[config.mk]
export PLATFORM = sky130hd
export DESIGN_NAME = fetch_unit_flat
export DESIGN_NICKNAME = d
export VERILOG_FILES = /design/src/rtl/fetch_unit_if.sv /design/src/rtl/fetch_unit.sv /design/src/flat_wrapper.sv
export SDC_FILE = /design/constraint.sdc
export NUM_CORES = 1
export LEC_CHECK = 0
export ABC_CLOCK_PERIOD_IN_PS = 3950
export CAP_MARGIN = 30
export CORE_AREA = 2 2 71 73
export DETAILED_ROUTE_END_ITERATION = 10
export DIE_AREA = 0 0 73 75
export PLACE_DENSITY = 0.87
export SLEW_MARGIN = 10
export SYNTH_ARGS = -nofsm -noshare
export SYNTH_HDL_FRONTEND = slang
export SYNTH_SLANG_ARGS = --single-unit
[constraint.sdc]
create_clock -name clk -period 3.95 [get_ports clk]
set_input_delay 0.395 -clock clk [delete_from_list [all_inputs] [get_ports clk]]
set_output_delay 0.395 -clock clk [all_outputs]
set_load 0.01 [all_outputs]
[src/rtl/fetch_unit_if.sv]
// fetch_unit_if
// Decode-side handshake between the fetch stage and instruction decode.
//   instr_valid   : fetch -> decode, an instruction is being offered
//   instr_ready   : decode -> fetch, decode accepts the offered instruction
//   instr_opcode  : fetched opcode byte
//   instr_operand : operand byte, zero for 1-byte instructions
//   instr_pc      : address of the offered opcode
// Modports: master (fetch side) and slave (decode side).
interface fetch_unit_if #(
    parameter int ADDR_W = 8,
    parameter int DATA_W = 8
);
    logic              instr_valid;
    logic              instr_ready;
    logic [DATA_W-1:0] instr_opcode;
    logic [DATA_W-1:0] instr_operand;
    logic [ADDR_W-1:0] instr_pc;

    modport master (
        output instr_valid,
        output instr_opcode,
        output instr_operand,
        output instr_pc,
        input  instr_ready
    );

    modport slave (
        input  instr_valid,
        input  instr_opcode,
        input  instr_operand,
        input  instr_pc,
        output instr_ready
    );
endinterface

[src/rtl/fetch_unit.sv]
// fetch_unit
// Instruction fetch stage feeding decode, and the only producer of the
// program counter. The pc register downstream loads pc_next every cycle,
// so holding the PC means driving pc_q straight back.
// Instructions are 1 or 2 bytes; bit LONG_BIT of the opcode marks a
// trailing operand byte. Instruction memory is synchronous (data one
// cycle after imem_en).
// Ports:
//   clk, rst        : clock (rising edge), asynchronous active-low reset
//   pc_q / pc_next  : current PC in, next PC out (combinational)
//   imem_en/addr    : instruction memory read request
//   imem_rdata      : instruction memory read data
//   dec             : decode handshake (fetch_unit_if.master)
//   redirect_valid/redirect_pc : taken branch/jump, flushes the fetch
//   perf_instr_cnt / perf_stall_cnt : performance counters
// Optional feature: define FETCH_PERF_EN to build saturating counters of
// accepted instructions and back-pressure cycles; otherwise both counter
// outputs are tied to zero and no counter flops exist.
module fetch_unit #(
    parameter int ADDR_W   = 8,
    parameter int DATA_W   = 8,
    parameter int LONG_BIT = 7
) (
    input  logic              clk,
    input  logic              rst,
    input  logic [ADDR_W-1:0] pc_q,
    output logic [ADDR_W-1:0] pc_next,
    output logic              imem_en,
    output logic [ADDR_W-1:0] imem_addr,
    input  logic [DATA_W-1:0] imem_rdata,
    fetch_unit_if.master      dec,
    input  logic              redirect_valid,
    input  logic [ADDR_W-1:0] redirect_pc,
    output logic [15:0]       perf_instr_cnt,
    output logic [15:0]       perf_stall_cnt
);

    typedef enum logic [1:0] {
        S_OP   = 2'd0,
        S_OPW  = 2'd1,
        S_ARGW = 2'd2,
        S_VAL  = 2'd3
    } state_t;

    state_t            state_q, state_d;
    logic [DATA_W-1:0] opcode_q, opcode_d;
    logic [DATA_W-1:0] operand_q, operand_d;
    logic [ADDR_W-1:0] ipc_q, ipc_d;
    logic              instr_valid;

    always_ff @(posedge clk or negedge rst) begin
        if (!rst) begin
            state_q   <= S_OP;
            opcode_q  <= '0;
            operand_q <= '0;
            ipc_q     <= '0;
        end else begin
            state_q   <= state_d;
            opcode_q  <= opcode_d;
            operand_q <= operand_d;
            ipc_q     <= ipc_d;
        end
    end

    // The PC only advances on an accepted handshake; every other cycle it
    // is held by feeding pc_q back. Redirect overrides everything except
    // reset, and suppresses any read since its data would be thrown away.
    // The combinational outputs are forced to zero while reset is held.
    always_comb begin
        state_d     = state_q;
        opcode_d    = opcode_q;
        operand_d   = operand_q;
        ipc_d       = ipc_q;
        imem_en     = 1'b0;
        imem_addr   = pc_q;
        pc_next     = pc_q;
        instr_valid = 1'b0;

        case (state_q)
            S_OP: begin
                imem_en = 1'b1;
                state_d = S_OPW;
            end
            S_OPW: begin
                opcode_d = imem_rdata;
                ipc_d    = pc_q;
                if (imem_rdata[LONG_BIT]) begin
                    imem_en   = 1'b1;
                    imem_addr = pc_q + ADDR_W'(1);
                    state_d   = S_ARGW;
                end else begin
                    operand_d = '0;
                    state_d   = S_VAL;
                end
            end
            S_ARGW: begin
                operand_d = imem_rdata;
                state_d   = S_VAL;
            end
            S_VAL: begin
                instr_valid = ~redirect_valid;
                if (instr_valid && dec.instr_ready) begin
                    pc_next = pc_q + (opcode_q[LONG_BIT] ? ADDR_W'(2) : ADDR_W'(1));
                    state_d = S_OP;
                end
            end
            default: state_d = S_OP;
        endcase

        if (redirect_valid) begin
            state_d   = S_OP;
            pc_next   = redirect_pc;
            imem_en   = 1'b0;
            imem_addr = pc_q;
            opcode_d  = opcode_q;
            operand_d = operand_q;
            ipc_d     = ipc_q;
        end

        if (!rst) begin
            pc_next     = '0;
            imem_en     = 1'b0;
            imem_addr   = '0;
            instr_valid = 1'b0;
        end
    end

    assign dec.instr_valid   = instr_valid;
    assign dec.instr_opcode  = opcode_q;
    assign dec.instr_operand = operand_q;
    assign dec.instr_pc      = ipc_q;

`ifdef FETCH_PERF_EN
    logic [15:0] instr_cnt_q, instr_cnt_d;
    logic [15:0] stall_cnt_q, stall_cnt_d;

    // Both counters stick at all-ones rather than wrapping.
    always_comb begin
        instr_cnt_d = instr_cnt_q;
        stall_cnt_d = stall_cnt_q;
        if (instr_valid && dec.instr_ready && (instr_cnt_q != 16'hFFFF)) begin
            instr_cnt_d = instr_cnt_q + 16'd1;
        end
        if (instr_valid && !dec.instr_ready && (stall_cnt_q != 16'hFFFF)) begin
            stall_cnt_d = stall_cnt_q + 16'd1;
        end
    end

    always_ff @(posedge clk or negedge rst) begin
        if (!rst) begin
            instr_cnt_q <= '0;
            stall_cnt_q <= '0;
        end else begin
            instr_cnt_q <= instr_cnt_d;
            stall_cnt_q <= stall_cnt_d;
        end
    end

    assign perf_instr_cnt = instr_cnt_q;
    assign perf_stall_cnt = stall_cnt_q;
`else
    assign perf_instr_cnt = '0;
    assign perf_stall_cnt = '0;
`endif

endmodule

[src/flat_wrapper.sv]
// flat-port wrapper written by rule: the top's interface ports become plain ports
module fetch_unit_flat 
#(
    parameter int ADDR_W   = 8,
    parameter int DATA_W   = 8,
    parameter int LONG_BIT = 7
)
  (clk, rst, pc_q, pc_next, imem_en, imem_addr, imem_rdata, redirect_valid, redirect_pc, perf_instr_cnt, perf_stall_cnt, dec_instr_valid, dec_instr_opcode, dec_instr_operand, dec_instr_pc, dec_instr_ready);
  fetch_unit_if #(.ADDR_W(ADDR_W), .DATA_W(DATA_W)) dec_i ();
  input  logic clk;
  input  logic rst;
  input  logic [ADDR_W-1:0] pc_q;
  output logic [ADDR_W-1:0] pc_next;
  output logic imem_en;
  output logic [ADDR_W-1:0] imem_addr;
  input  logic [DATA_W-1:0] imem_rdata;
  input  logic redirect_valid;
  input  logic [ADDR_W-1:0] redirect_pc;
  output logic [15:0] perf_instr_cnt;
  output logic [15:0] perf_stall_cnt;
  output wire logic [$bits(dec_i.instr_valid)-1:0] dec_instr_valid;
  output wire logic [$bits(dec_i.instr_opcode)-1:0] dec_instr_opcode;
  output wire logic [$bits(dec_i.instr_operand)-1:0] dec_instr_operand;
  output wire logic [$bits(dec_i.instr_pc)-1:0] dec_instr_pc;
  input wire logic [$bits(dec_i.instr_ready)-1:0] dec_instr_ready;
  assign dec_instr_valid = dec_i.instr_valid;
  assign dec_instr_opcode = dec_i.instr_opcode;
  assign dec_instr_operand = dec_i.instr_operand;
  assign dec_instr_pc = dec_i.instr_pc;
  assign dec_i.instr_ready = dec_instr_ready;
  fetch_unit #(.ADDR_W(ADDR_W), .DATA_W(DATA_W), .LONG_BIT(LONG_BIT)) u_core (.clk(clk), .rst(rst), .pc_q(pc_q), .pc_next(pc_next), .imem_en(imem_en), .imem_addr(imem_addr), .imem_rdata(imem_rdata), .dec(dec_i), .redirect_valid(redirect_valid), .redirect_pc(redirect_pc), .perf_instr_cnt(perf_instr_cnt), .perf_stall_cnt(perf_stall_cnt));
endmodule
Yosys cells after proc, flatten, opt, wreduce, memory -nomap -nowiden
Cells that the tools add are included.
Word-level totals
  bits in registers: 26
  bits in latches: 0
  RAM bits: 0
  ROM bits: 0
  output and inout bits: 74
  word-level logic and storage cells: 38
  memories: 0
Operators by class
  add/sub/neg operators: 2
  $mul: 0
  div/mod/pow operators: 0
  order comparisons: 0
  eq/ne operators: 5
  shift-type cells: 0
  multiplexer cells: 21
  bitwise logic cells: 1
  reduce and logical (&&, ||, !) cells: 5
Operators by type and width (count)
  8-bit two-way mux: 9
  8-bit one-hot mux with 2 select lines: 1
  8-bit by 1-bit adder with 8-bit output, second input constant: 1
  8-bit adder: 1
  2-bit one-hot mux with 4 select lines: 1
  1-bit two-way mux: 6
  2-bit two-way mux: 3
  2-bit == test, second input constant: 2
  3-bit by 2-bit inequality test with 1-bit output, second input constant: 1
  3-bit AND reduction: 1
  2-bit by 1-bit == test with 1-bit output, second input constant: 1
  2-bit logical NOT: 1
  2-bit inequality test, second input constant: 1
  1-bit one-hot mux with 2 select lines: 1
  2-bit AND reduction: 1
  2-bit nonzero test: 1
  1-bit logical AND: 1
  1-bit inverter: 1

Longest topological paths before layout
Gate-level depths: netlist of the first run.
  depth in word-level cells: 6
  gate-level depth with buffers: 7
  gate-level depth less buffers: 6

Worst setup path before layout of the first run
No wires, ideal clock.
  path type: register to output
  start point: reg u_core.state_q[1]
  end point: out imem_addr[5]
  arrival: 1.657 ns
  slack: 1.898 ns
  cell stages (with the launch flop): 6
  cell sequence: dfrtp_1 inv_1 ha_1 nand3b_4 or4_1 a21oi_1
On the way
  word-level cells in the longest chain between the ends: 4
Ends and longest elaborated chain
  from (decl): line fetch_unit.sv:45  | state_t state_q, state_d;
  from (signal assigned): line fetch_unit.sv:58  | state_q <= state_d;
  2-bit by 1-bit == test with 1-bit output: line fetch_unit.sv:79  | case (state_q)
  8-bit two-way mux: line fetch_unit.sv:79
  8-bit two-way mux: line fetch_unit.sv:110  | if (redirect_valid) begin
  8-bit two-way mux: line fetch_unit.sv:120  | if (!rst) begin
  to (decl): line flat_wrapper.sv:15  | output logic [ADDR_W-1:0] imem_addr;
Every way passes these cells.

Worst setup path after layout of the first run
  start point: in pc_q[0]
  end point: out pc_next[6]
On the way
  word-level cells in the longest chain between the ends: 5
Ends and longest elaborated chain
  from (decl): line flat_wrapper.sv:12  | input logic [ADDR_W-1:0] pc_q;
  8-bit adder: line fetch_unit.sv:103  | pc_next = pc_q + (opcode_q[LONG_BIT] ? ADDR_W'(2) : ADDR_W'(1));
  8-bit two-way mux: line fetch_unit.sv:102  | if (instr_valid && dec.instr_ready) begin
  8-bit two-way mux: line fetch_unit.sv:79
  8-bit two-way mux: line fetch_unit.sv:110
  8-bit two-way mux: line fetch_unit.sv:120
  to (decl): line flat_wrapper.sv:13  | output logic [ADDR_W-1:0] pc_next;
Every way passes these cells.

==> impl_results.md, run 1 <==
- DR vias/cell: 4.93
- CP peak stage delay: 630 ps
- Clk_lat worst skew: 280 ps
- Cell leakage power: 1.10 nW
- Internal: 0.961 mW
- Total grt overflow: 0
- Slew @ Worst Pin: 805 ps
- Initial Util: 40.5%
- DRC: 0
- Placed inst area: 2490 sq um
- Adder-Cell Fraction of Synth Area: 6.37%
- Run status: finished, final reports clean
- Clock sinks: 26
- Slew margin rel.: 46.3%
- Die extent in x: 73 um
- Met2 Usage GRT: 25.9%
- Yosys top cell area share: 34.5%
- Total CTS buffers: 3
- Post-CTS setup buffers: 0
- Sequential area share after synthesis: 34.5%
- Final critical-path share of the clock period: 79.1%
- Fmax: 320 MHz
- Cell Rows: 25
- Pwr/cell area: 572 nW/um^2
- Simple-gate share of the synthesized area: 12.9%
- Crit path max-delay family: buffers and inverters
- Synth Register Bits: 26
- CP Max Fanout: 6
- Cell taking the most area after synthesis: dfrtp_1
- Initial drt markers: 39
- Sw Ratio: 34.4%
- Die Area: 5480 sq um
- Final ANT Viol Nets: 0
- Compound-Gate Fraction of Synth Area: 12.3%
- Most common cell after layout, fill and taps aside: clkdlybuf4s50_1
- Slowest-stage cell, CP: clkdlybuf4s50_1
- Most frequent CP cell: clkdlybuf4s50_1
- Largest cells by area after synthesis: dfrtp_1 34%, buf_4 13%, mux2_2 9.0%
- Top-Level Pins: 102
- Die Span Y: 75 um
- Clk root buf: clkbuf_8
- Largest net degree at the start of global routing: 19
- Critical-path cell list: clkdlybuf4s50_1, ha_1, fa_1, nand4b_1, or3_1, a31oi_1, clkdlybuf4s50_1
- Most frequent cells in the layout: 69 x clkdlybuf4s50_1, 32 x conb_1, 26 x dfrtp_1
- R2r setup slk: 1980 ps
- Bufs on Longest Clock Path: 2
- Crit path time final: 3130 ps
- Global-route wire length before repair: 6.92 mm
- Flop pwr share: 33.0%
- GRT busiest layer: met2
- Share of post-route cells with drive strength above 1: 9.51%
- Antenna violations before repair: 0
- Worst VDD drop: 0.000407 V
- Routed WL per cell: 14.2 um
- Syn_area_per_cell: 9.58 sq um
- Met3 usage: 4.02%
- Final Max Slew Viols: 0
- Syn Inst Count: 197
- Filler cells: 408
- Post-CTS resize count: 0
- Clock power share: 15.4%
- Post-synth cell types: 37
- Net Sw Power: 0.504 mW
- Nets: 301
- Core area: 4660 sq um
- Hpwl dp: 3.40 mm
- Final setup fails: 0
- GR Util All Layers: 16.4%
- Mux share of post-synthesis cell area: 14.8%
- Vias: 1562
- Fin. Hold Viols: 0
- Skew final: 3.67 ps
- Final setup TNS: 0 ps
- Data arrival time of the worst path: 2730 ps
- Met1 usage: 21.3%
- Worst Setup Start Kind: primary input
- Max-Cap Viols: 0
- CP endpoint kind: primary output
- Routability cong.: 0.818
- Crit path kind: primary input to primary output
- Cts hold-fix bufs: 0
- Clock slew at reported path FFs: 90 ps
- Synth warnings: 0
- Vias in the first global route: 1474
- Class of the worst hold path: primary input to asynchronous set/reset pin
- Post-synthesis xor/xnor area fraction: 1.39%
- Largest family of logic cells by synthesized area: buffers and inverters
- CP Data Required Time: 3560 ps
- Gate power share: 51.7%
- Detailed Routing Iterations Pass 1: 4
- CTS tree: done
- RSZ-0062 raised after global routing: false
- Design area: 2560 sq um
- Bufs and invs on worst path: 2
- Mapped Area: 1890 sq um
- H-tree levels: 1
- Routed wire length: 4.49 mm
- ANT cells: 0
- Area grow syn2layout: 35.7%
- Port Buffer Count: 69
through the flow:
| step | hold slack, ps | total power, mW | util [%] | cells | worst slack, ps |
|---|---|---|---|---|---|
| 6_report | 462 | 1.47 | 55.0 | 317 | 824 |
| 5_1_grt | 479 | 1.56 | 55.0 | 317 | 700 |
| 4_1_cts | 471 | 1.48 | 55.0 | 317 | 856 |
| 3_5_place_dp | 492 | 1.25 | 53.4 | 313 | 851 |
| 3_3_place_gp | 489 | 1.22 | 53.4 | 313 | 912 |
| 2_1_floorplan | 99.4 | 0.885 | - | 228 | 1900 |
flip-flops by register name (all words and copies together), names as in the netlist:
name and flops:
u_core.dec.instr_opcode 8, u_core.state_q 2, u_core.dec.instr_operand 8, u_core.dec.instr_pc 8
layer usage:
| metal | vias up | wire, um |
|---|---|---|
| met3 | 4 | 325 |
| met4 | 0 | 54 |
| met5 | - | 0 |
| li1 | 756 | - |
| met1 | 727 | 1980 |
| met2 | 75 | 2130 |
synthesized netlist by cell type:
cell type / instances
a211oi_1: 1
a21oi_1: 10
a21oi_2: 1
a22o_1: 1
a31oi_1: 5
and3_1: 1
buf_2: 3
buf_4: 33
buf_6: 1
clkbuf_1: 2
clkbuf_2: 1
clkinv_1: 1
conb_1: 1
dfrtp_1: 26
fa_1: 1
ha_1: 8
inv_1: 11
mux2_2: 15
mux2i_1: 11
nand2_1: 11
nand2b_1: 4
nand3_1: 1
nand3b_1: 1
nand3b_4: 1
nand4_1: 2
nand4b_1: 2
nand4b_2: 1
nor2_1: 7
nor3_1: 1
o21a_1: 1
o21ai_0: 14
o21bai_1: 1
o221a_2: 1
o31ai_1: 4
or3_1: 5
or4_1: 4
xor2_1: 3
cells by family (layout without fill, tap and decap cells):
logic type | Yosys count | in the layout
AND/OR/NAND/NOR | 41 | 41
AO/OA/AOI/OAI | 39 | 39
buffers and inverters | 52 | 87
flip-flops | 26 | 26
other | 1 | 32
XOR/XNOR | 3 | 3
multiplexers | 26 | 26
adder cells (fa/ha/maj) | 9 | 9
power by group through the flow:
stage	registers [mW]	clock network, mW	logic, mW
after floorplan	0.539	0	0.346
after global placement	0.482	0	0.742
after detailed placement	0.487	0	0.761
after CTS	0.484	0.229	0.767
after global routing	0.499	0.236	0.824
final	0.483	0.225	0.757
path summary, 6_finish.rpt:
check,startpoint,end,depth (start not counted)
worst max-delay path,pc_q[0],pc_next[6],7
worst min-delay path,rst,u_core.dec.instr_opcode[7]$_DFFE_PN0P_,1
worst max register to register,u_core.state_q[1]$_DFFE_PN0P_,u_core.dec.instr_pc[6]$_DFFE_PN0P_,4
worst min register to register,u_core.dec.instr_opcode[0]$_DFFE_PN0P_,u_core.dec.instr_opcode[0]$_DFFE_PN0P_,1
max in group asynchronous,rst,u_core.dec.instr_pc[2]$_DFFE_PN0P_,2
min in group clk,u_core.dec.instr_opcode[0]$_DFFE_PN0P_,u_core.dec.instr_opcode[0]$_DFFE_PN0P_,1
layout make-up:
class	instances	area, sq um	share of cell area (%)
multi-input cells	150	1020	39.9
repair buffers	71	706	27.6
flip-flops and latches	26	651	25.4
well taps	54	67.6	2.64
inverters	12	45.0	1.76
clock buffers	3	41.3	1.61
clock inverters	1	30.0	1.17
worst reg2reg max path, stage by stage, from the launching register on:
cell	delay, ps
dfrtp_1	430
inv_1	110
ha_1	290
nand2b_1	610
mux2_2	420
(Power assumes the default switching activity.)
==> run 2: changes to the inputs <==
ABC_CLOCK_PERIOD_IN_PS = 3100   (was 3950)
CORE_AREA = 2 2 73 75   (was 2 2 71 73)
DIE_AREA = 0 0 75 77   (was 0 0 73 75)
PLACE_DENSITY = 0.83   (was 0.87)
clock period = 3.1 ns   (was 3.95 ns; I/O delays follow)
==> run 2 against run 1 <==
Core utilization shrank 2.6 points. Sequential share of layout area fell by 0.44 points. Clock-buffer cell count is the same. Via count grew 3.5%. Register-to-register slack worse by 750 ps.
==> impl_results.md, run 2 (synthesized netlist as in run 1, its figures left out) <==
- Stages on the worst setup path: 6 (was 7)
- Worst Setup Start Kind: primary input (unchanged)
- DR vias/cell: 4.81 (was 4.93)
- Critical-path cell list: clkdlybuf4s50_1, ha_1, a21oi_1, or4_1, a31oi_1, clkdlybuf4s50_1 (was clkdlybuf4s50_1, ha_1, fa_1, nand4b_1, or3_1, a31oi_1, clkdlybuf4s50_1)
- Die Span Y: 77 um (was 75 um)
- Placed inst area: 2530 sq um (was 2490 sq um)
- Total design power: 1.88 mW (was 1.47 mW)
- Clk root buf: clkbuf_8 (unchanged)
- Class of the worst hold path: primary input to asynchronous set/reset pin (unchanged)
- Core area: 4980 sq um (was 4660 sq um)
- Routed wire length: 4.60 mm (was 4.49 mm)
- Data arrival time of the worst path: 2620 ps (was 2730 ps)
- Crit path kind: primary input to primary output (unchanged)
- Port Buffer Count: 69 (unchanged)
- CTS tree: done (unchanged)
- Largest net degree at the start of global routing: 20 (was 19)
- ANT cells: 0 (unchanged)
- Cell leakage power: 1.11 nW (was 1.10 nW)
- Crit path capture: pc_next[7] (was pc_next[6])
- Bufs and invs on worst path: 2 (unchanged)
- Global-route wire length before repair: 7.25 mm (was 6.92 mm)
- Area of the multi-input gates: 1020 sq um (about the same)
- CP Max Fanout: 7 (was 6)
- Post-CTS setup buffers: 0 (unchanged)
- R2r setup slk: 1230 ps (was 1980 ps)
- Worst r2r src: u_core.state_q[0]$_DFFE_PN0P_ (was u_core.state_q[1]$_DFFE_PN0P_)
- Run status: finished, final reports clean (unchanged)
- Hpwl dp: 3.57 mm (was 3.40 mm)
- Final ANT Viol Nets: 0 (unchanged)
- Most frequent cells in the layout: 69 x clkdlybuf4s50_1, 32 x conb_1, 26 x dfrtp_1 (unchanged)
- Slowest-stage cell, CP: clkdlybuf4s50_1 (unchanged)
- Clk_lat worst skew: 280 ps (about the same)
- Pwr/cell area: 720 nW/um^2 (was 572 nW/um^2)
- H-tree levels: 1 (unchanged)
- Slew @ Worst Pin: 542 ps (was 805 ps)
- Die Area: 5780 sq um (was 5480 sq um)
- Vias: 1617 (was 1562)
- Area grow syn2layout: 38.1% (was 35.7%)
- Top-Level Pins: 102 (unchanged)
- Slew margin rel.: 63.9% (was 46.3%)
- Clock sinks: 26 (unchanged)
- Post-Route Utilization: 52.4% (was 55.0%)
- Total CTS buffers: 3 (unchanged)
- Final critical-path share of the clock period: 94.4%
- Cts hold-fix bufs: 0 (unchanged)
- Initial Util: 37.9% (was 40.5%)
- DRC: 0 (unchanged)
- Fmax: 342 MHz
- GR Util All Layers: 16.1% (was 16.4%)
- Initial drt markers: 48 (was 39)
- Post-CTS resize count: 0 (unchanged)
- Die extent in x: 75 um (was 73 um)
- Crit path time final: 2930 ps
- Fin. Hold Viols: 0 (unchanged)
- Critical R2R Capture: u_core.dec.instr_operand[6]$_DFFE_PN0P_ (was u_core.dec.instr_pc[6]$_DFFE_PN0P_)
- CP endpoint kind: primary output (unchanged)
- Routability cong.: 0.813 (was 0.818)
- Nets: 304 (was 301)
- Cell Rows: 26 (was 25)
- Most frequent CP cell: clkdlybuf4s50_1 (unchanged)
- Final Max Slew Viols: 0 (unchanged)
- Register area: 651 sq um (unchanged)
- Bufs on Longest Clock Path: 2 (unchanged)
- Detailed Routing Iterations Pass 1: 4 (unchanged)
- Routed WL per cell: 13.7 um (was 14.2 um)
- Antenna violations before repair: 0 (unchanged)
- Crit path from: pc_q[1] (was pc_q[0])
- Final setup TNS: 0 ps (unchanged)
- RSZ-0062 raised after global routing: false (unchanged)
- Skew final: 3.41 ps (was 3.67 ps)
- Design area: 2610 sq um (was 2560 sq um)
- Worst VDD drop: 0.000482 V (was 0.000407 V)
- Vias in the first global route: 1567 (was 1474)
- Total grt overflow: 0 (unchanged)
- Clock slew at reported path FFs: 90 ps (about the same)
- CP Data Required Time: 2790 ps (was 3560 ps)
- CP peak stage delay: 560 ps (was 630 ps)
- Crit path max-delay family: buffers and inverters (unchanged)
- Reg2reg path depth: 5 (was 4)
- Share of post-route cells with drive strength above 1: 10.9% (was 9.51%)
- Max-Cap Viols: 0 (unchanged)
- Final setup fails: 0 (unchanged)
- Most common cell after layout, fill and taps aside: clkdlybuf4s50_1 (unchanged)
- Filler cells: 451 (was 408)
## run 2: cell count changes in the layout (fill, tap and decap cells not counted)
cell,delta
ha_2,+1
buf_4,+3
ha_1,-1
## run 2: final cells by class
cell class	instances	area share, %
multi-input cells	150	39.3
well taps	70	3.36
flip-flops and latches	26	25.0
clock inverters	1	1.15
clock buffers	3	1.58
inverters	12	1.73
repair buffers	74	27.9
## run 2: per-stage QoR
step,hold WS (ps),worst slack (ps),std cells
global placement,487,258,332
detailed placement,491,178,332
floorplan,14.4,1130,228
finish,289,173,336
CTS,295,151,336
global route,291,71.5,336
## run 2: routing by layer
layer / GRT usage [%] / part of all wire (%) / vias up
met4: 6.61 / 2.5 / 0
met5: 0 / 0 / -
met3: 3.68 / 8.4 / 11
met1: 20.5 / 41 / 765
li1: - / - / 761
met2: 25.9 / 48 / 80
## run 2: worst min path at each step
stage                                                  end  slack, ps  cells past startpoint
CTS                     u_core.dec.instr_pc[7]$_DFFE_PN0P_        300                      1
floorplan           u_core.dec.instr_opcode[0]$_DFFE_PN0P_         10                      0
detailed placement      u_core.dec.instr_pc[5]$_DFFE_PN0P_        490                      1
finish                  u_core.dec.instr_pc[7]$_DFFE_PN0P_        290                      1
global placement        u_core.dec.instr_pc[0]$_DFFE_PN0P_        490                      1
global route            u_core.dec.instr_pc[7]$_DFFE_PN0P_        290                      1
## run 2: power breakdown
group          internal (mW)  switching (mW)
combinational          0.551           0.423
clock                  0.173           0.113
sequential             0.509           0.106
total                   1.23           0.643
==> run 3: changes to the inputs <==
CAP_MARGIN = 20   (was 30)
==> results of run 3 <==
Same layout as run 2: the final DEF is identical, and so are final timing and power.
